==> config.mk <==
export PLATFORM = sky130hd
export DESIGN_NAME = mips_mem_arbiter
export DESIGN_NICKNAME = d
export VERILOG_FILES = /design/src/rtl/mips_mem_arbiter.sv
export SDC_FILE = /design/constraint.sdc
export NUM_CORES = 1
export LEC_CHECK = 0
export BUFFER_PORTS_ARGS = -buffer_cell sky130_fd_sc_hd__buf_2
export CAP_MARGIN = 10
export CORE_UTILIZATION = 48
export CTS_BUF_LIST = sky130_fd_sc_hd__clkbuf_2
export DETAILED_ROUTE_END_ITERATION = 8
export PLACE_DENSITY = 0.89
export SLEW_MARGIN = 20
export SYNTH_ARGS = -nofsm -noshare
export SYNTH_HDL_FRONTEND = slang
export SYNTH_SLANG_ARGS = --single-unit
==> constraint.sdc <==
create_clock -name clock -period 1.95 [get_ports clock]
set_clock_uncertainty 0.05 [all_clocks]
set_input_delay 0.39 -clock clock [delete_from_list [all_inputs] [get_ports clock]]
set_output_delay 0.39 -clock clock [all_outputs]
set_load 0.03 [all_outputs]
==> src/rtl/mips_mem_arbiter.sv <==
// Single-port memory arbiter: instruction fetch and load/store share one memory port.
// Data wins by default; a saturating streak counter hands the port to a waiting fetch.
module mips_mem_arbiter #(
  parameter int ADDR_W          = 32,
  parameter int DATA_W          = 32,
  parameter int MAX_DATA_STREAK = 4
) (
  input  logic                clock,
  input  logic                reset,
  input  logic                if_req,
  input  logic [ADDR_W-1:0]   if_addr,
  output logic                if_ack,
  output logic [DATA_W-1:0]   if_rdata,
  input  logic                dm_req,
  input  logic                dm_we,
  input  logic [DATA_W/8-1:0] dm_be,
  input  logic [ADDR_W-1:0]   dm_addr,
  input  logic [DATA_W-1:0]   dm_wdata,
  output logic                dm_ack,
  output logic [DATA_W-1:0]   dm_rdata,
  output logic                mem_req,
  output logic                mem_we,
  output logic [DATA_W/8-1:0] mem_be,
  output logic [ADDR_W-1:0]   mem_addr,
  output logic [DATA_W-1:0]   mem_wdata,
  input  logic                mem_ack,
  input  logic [DATA_W-1:0]   mem_rdata,
  output logic                busy
);

  localparam int BE_W     = DATA_W / 8;
  localparam int STREAK_W = $clog2(MAX_DATA_STREAK + 1);

  typedef enum logic [1:0] {IDLE, BUSY_IF, BUSY_DM, RESP} state_e;

  state_e              state_q, state_d;
  logic                gntDm_q, gntDm_d;
  logic [STREAK_W-1:0] streak_q, streak_d;
  logic [ADDR_W-1:0]   addr_q, addr_d;
  logic                we_q, we_d;
  logic [BE_W-1:0]     be_q, be_d;
  logic [DATA_W-1:0]   wdata_q, wdata_d;
  logic [DATA_W-1:0]   ifRdata_q, ifRdata_d;
  logic [DATA_W-1:0]   dmRdata_q, dmRdata_d;
  logic                limitHit;

  assign limitHit = (streak_q == STREAK_W'(MAX_DATA_STREAK));

  always_ff @(posedge clock or negedge reset) begin
    if (!reset) begin
      state_q   <= IDLE;
      gntDm_q   <= 1'b0;
      streak_q  <= '0;
      addr_q    <= '0;
      we_q      <= 1'b0;
      be_q      <= '0;
      wdata_q   <= '0;
      ifRdata_q <= '0;
      dmRdata_q <= '0;
    end else begin
      state_q   <= state_d;
      gntDm_q   <= gntDm_d;
      streak_q  <= streak_d;
      addr_q    <= addr_d;
      we_q      <= we_d;
      be_q      <= be_d;
      wdata_q   <= wdata_d;
      ifRdata_q <= ifRdata_d;
      dmRdata_q <= dmRdata_d;
    end
  end

  // Arbitration only happens in IDLE; requests seen in RESP wait for the next IDLE edge.
  always_comb begin
    state_d   = state_q;
    gntDm_d   = gntDm_q;
    streak_d  = streak_q;
    addr_d    = addr_q;
    we_d      = we_q;
    be_d      = be_q;
    wdata_d   = wdata_q;
    ifRdata_d = ifRdata_q;
    dmRdata_d = dmRdata_q;
    case (state_q)
      IDLE: begin
        if (dm_req && !(if_req && limitHit)) begin
          state_d  = BUSY_DM;
          gntDm_d  = 1'b1;
          addr_d   = dm_addr;
          we_d     = dm_we;
          be_d     = dm_be;
          wdata_d  = dm_wdata;
          if (if_req)
            streak_d = limitHit ? streak_q : streak_q + STREAK_W'(1);
          else
            streak_d = '0;
        end else if (if_req) begin
          state_d  = BUSY_IF;
          gntDm_d  = 1'b0;
          addr_d   = if_addr;
          we_d     = 1'b0;
          be_d     = '1;
          wdata_d  = '0;
          streak_d = '0;
        end
      end
      BUSY_IF: begin
        if (mem_ack) begin
          state_d   = RESP;
          ifRdata_d = mem_rdata;
        end
      end
      BUSY_DM: begin
        if (mem_ack) begin
          state_d   = RESP;
          dmRdata_d = we_q ? '0 : mem_rdata;
        end
      end
      RESP:    state_d = IDLE;
      default: state_d = IDLE;
    endcase
  end

  // Every output is a register or a decode of state, so no input reaches an output combinationally.
  assign mem_req   = (state_q == BUSY_IF) || (state_q == BUSY_DM);
  assign mem_we    = mem_req & we_q;
  assign mem_be    = be_q;
  assign mem_addr  = addr_q;
  assign mem_wdata = wdata_q;
  assign if_ack    = (state_q == RESP) && !gntDm_q;
  assign dm_ack    = (state_q == RESP) && gntDm_q;
  assign if_rdata  = ifRdata_q;
  assign dm_rdata  = dmRdata_q;
  assign busy      = (state_q != IDLE);

endmodule
==> out/results.tsv <==
stage	metric	value	unit
synthesis	most instantiated flip-flop cell in the synthesis netlist	sky130_fd_sc_hd__dfrtp_1	
timing	count of endpoints failing setup in the final report	5	
layout	number of nets at the end of the flow	1088	
drt	DRC violation total after the first TritonRoute iteration	544	
drt	count of TritonRoute iterations in the first routing pass	5	
clocking	Max Root-Sink Buffers	2	
critical_path	worst reg2reg endpoint	mem_wdata[2]	
timing	Period minus WS final	2.20	ns
clocking	Clock Pin Slew Worst Setup and Hold Paths	0.24	ns
outcome	failing checks	negative setup slack	
timing	Post-Route Setup TNS	-0.999	ns
timing	setup repair after global routing missed its margin	yes	
timing	final hold violations	0	
worst_hold_path	Hold/Removal Path Class	input pin to async pin	
critical_path	Worst Setup SP	state_q[1]	
timing	final hold slack	0.110	ns
drt	Vias	6139	
layout	number of inserted diodes	0	
placed_design	count of input and output buffers	274	
synthesis	post-synthesis cell type count	31	
grt	grt total ovfl	0	
critical_path	type of the worst setup path	flip-flop to primary output	
clocking	number of sinks handled by clock tree synthesis	139	
layout	sequential cell area	3480	sq um
floorplanning	core area	12000	sq um
drt	antenna-violating nets left	0	
clocking	TritonCTS clock tree	done	
critical_path	depth of the worst register-to-register path	7	
layout	synthesis-to-layout area growth	55.6	%
synthesis	number of nets produced by synthesis	676	
floorplanning	height of the chip	113	microns
outcome	outcome	finished with violations	
flow_run	number of max-cap violations	0	
timing	worst slew margin relative to its limit	0.643	
grt	first-pass GRT wire length	32.2	mm
floorplanning	num rows	40	
critical_path	crit path launch type	flip-flop	
grt	maximum number of pins on one net before global-route repair	65	
grt	antenna violations before repair	0	
timing	measured slew at the worst slew-check pin	0.533	ns
layout	post-route insts no fill	1104	
layout	share of final-layout standard cells stronger than drive strength 1	0.398	
placed_design	RePlAce Congestion	0.812	
synthesis	share of the yosys chip area belonging to registers	0.590	
critical_path	minimum setup slack among reg-to-reg paths	0.09	ns
grt	global router's overall resource usage	0.331	
placed_design	cell total after placement	927	
timing	highest clock frequency the design can meet	0.454	GHz
drt	Post-Route WL	20.6	mm
clocking	root buffer cell	sky130_fd_sc_hd__clkbuf_2	
power_and_ir_drop	power density over cell area	1670	nW/um^2
drt	Vias per Instance	5.56	
layout	post-route cell area	9170	sq um
floorplanning	ports placed on the boundary	275	
critical_path	data arrival time at the worst-slack endpoint	1.76	ns
synthesis	fraction of synthesis flops using an asynchronous set or reset pin	1.00	
clocking	H-tree lvl count	4	
power_and_ir_drop	total power after layout	15.3	mW
placed_design	Area after DPL	7450	sq um
synthesis	post-synthesis instance area	5900	sq um
power_and_ir_drop	worst ir drop on vdd	0.885	mV
floorplanning	Total Die Area	12700	sq um
layout	number of fill cells	704	
floorplanning	initial core utilization	0.491	
synthesis	number of synthesized flops with an enable pin	0	
clocking	latest clock arrival within the worst-skew pair	0.71	ns
synthesis	Ys Warns	0	
timing	post-route fraction of the period consumed by the critical path	1.13	
clocking	clock buffer count from CTS	17	
critical_path	worst flop-to-flop path startpoint	state_q[0]	
grt	via count of the first global-routing pass	6356	
layout	commonest non-fill, non-tap cell in the layout	sky130_fd_sc_hd__buf_2	
placed_design	HPWL after detailed placement	10.9	mm
synthesis	post-synthesis cell count	532	
timing	number of max-slew violations in the final report	0	
floorplanning	die width	113	microns
drt	DR DRC count	0	
layout	final core area utilization	0.764	
critical_path	crit end category	primary output	
drt	average routed wire per standard cell	18.7	microns
timing	final worst-path setup slack	-0.250	ns
synthesis	average cell area after synthesis	11.1	sq um
placed_design	minimum setup slack after placement	0.110	ns
critical_path	biggest fanout along the worst timing path	3	
power_and_ir_drop	Static Leak	4.56	nW
critical_path	required time at the worst-slack endpoint	1.51	ns
layout	leading cell types in the layout, fill and taps excluded	268 x sky130_fd_sc_hd__buf_2, 139 x sky130_fd_sc_hd__dfrtp_1, 136 x sky130_fd_sc_hd__dlygate4sd3_1, 110 x sky130_fd_sc_hd__nand2_1, 38 x sky130_fd_sc_hd__o21ai_0	
layout	total area of multi-input combinational cells	2210	sq um
synthesis	number of register bits inferred by synthesis	139	
[layer usage]
metal	track usage	share of wire	routed length (microns)	vias up
met3	0.101	0.088	1810	109
li1	-	-	-	2684
met5	0	0	0	-
met2	0.563	0.50	10300	434
met4	0.219	0.052	1080	0
met1	0.360	0.36	7480	2912
[how the worst max path moves through the flow]
stage / endpoint / slack [ns]
final: mem_we / -0.25
after global routing: mem_we / -0.37
after CTS: mem_we / -0.29
after detailed placement: mem_wdata[15] / 0.11
after global placement: state_q[0] / 0.25
after floorplan: mem_wdata[10] / 0.20
[state kept, by name, summed over array words and instances (netlist names)]
name       cells
if_rdata      32
state_q        2
gntDm_q        1
we_q           1
mem_wdata     32
mem_be         4
dm_rdata      32
mem_addr      32
streak_q       3
[cell type report]
cell class                 count  share of cell area
clock inverter                15              0.0135
timing repair buffer         436               0.334
inverter                       7             0.00314
sequential                   139               0.379
tap                          147              0.0201
multi-input combinational    343               0.241
clock buffer                  17             0.00928
[repair_timing]
action / 4_1_cts / 5_1_grt
buffers inserted: 8 / 0
hold endpoints to repair: 276 / 0
resized for setup: 22 / 1
pin swaps: 2 / 1
hold buffers: 137 / 0
endpoints found under the setup margin: 5 / 5
[logic make-up (layout without fill, tap and decap cells)]
family                   count (synthesis)  count (layout)  synth area share
buffers and inverters                   50             475            0.0424
AO/OA/AOI/OAI                          111             111             0.136
multiplexers                            34              34            0.0647
AND/OR/NAND/NOR                        192             192             0.154
adder cells (fa/ha/maj)                  6               6            0.0127
flip-flops                             139             139             0.590
[worst max-delay path, stage by stage (launching register included)]
cell and delay (ns):
sky130_fd_sc_hd__dfrtp_1 0.43, sky130_fd_sc_hd__inv_2 0.07, sky130_fd_sc_hd__ha_4 0.28, sky130_fd_sc_hd__and2_4 0.14, sky130_fd_sc_hd__buf_8 0.12
[synthesized netlist by cell type, types with 2 or more instances]
library cell,count,area (sq um)
sky130_fd_sc_hd__buf_4,2,15.0
sky130_fd_sc_hd__a22o_1,28,245
sky130_fd_sc_hd__and2_1,4,25.0
sky130_fd_sc_hd__clkbuf_1,20,75.1
sky130_fd_sc_hd__a21oi_1,4,20.0
sky130_fd_sc_hd__mux2_2,33,372
sky130_fd_sc_hd__o21ai_0,38,190
sky130_fd_sc_hd__o211ai_1,25,188
sky130_fd_sc_hd__buf_1,2,7.51
sky130_fd_sc_hd__a22oi_1,2,15.0
sky130_fd_sc_hd__ha_1,6,75.1
sky130_fd_sc_hd__o211ai_2,7,87.6
sky130_fd_sc_hd__buf_6,5,56.3
sky130_fd_sc_hd__nand4_1,32,200
sky130_fd_sc_hd__nand2b_1,33,206
sky130_fd_sc_hd__dfrtp_1,139,3480
sky130_fd_sc_hd__buf_2,14,70.1
sky130_fd_sc_hd__o22ai_1,2,12.5
sky130_fd_sc_hd__nand2_1,111,417
sky130_fd_sc_hd__nor2_1,8,30.0
sky130_fd_sc_hd__inv_1,7,26.3
[power breakdown]
part / total [mW] / internal [mW] / switching (mW)
Clock: 1.55 / 0.451 / 1.10
Sequential: 5.11 / 4.27 / 0.841
Combinational: 8.61 / 3.05 / 5.56
Note: power is estimated with default switching activity, not from simulation.
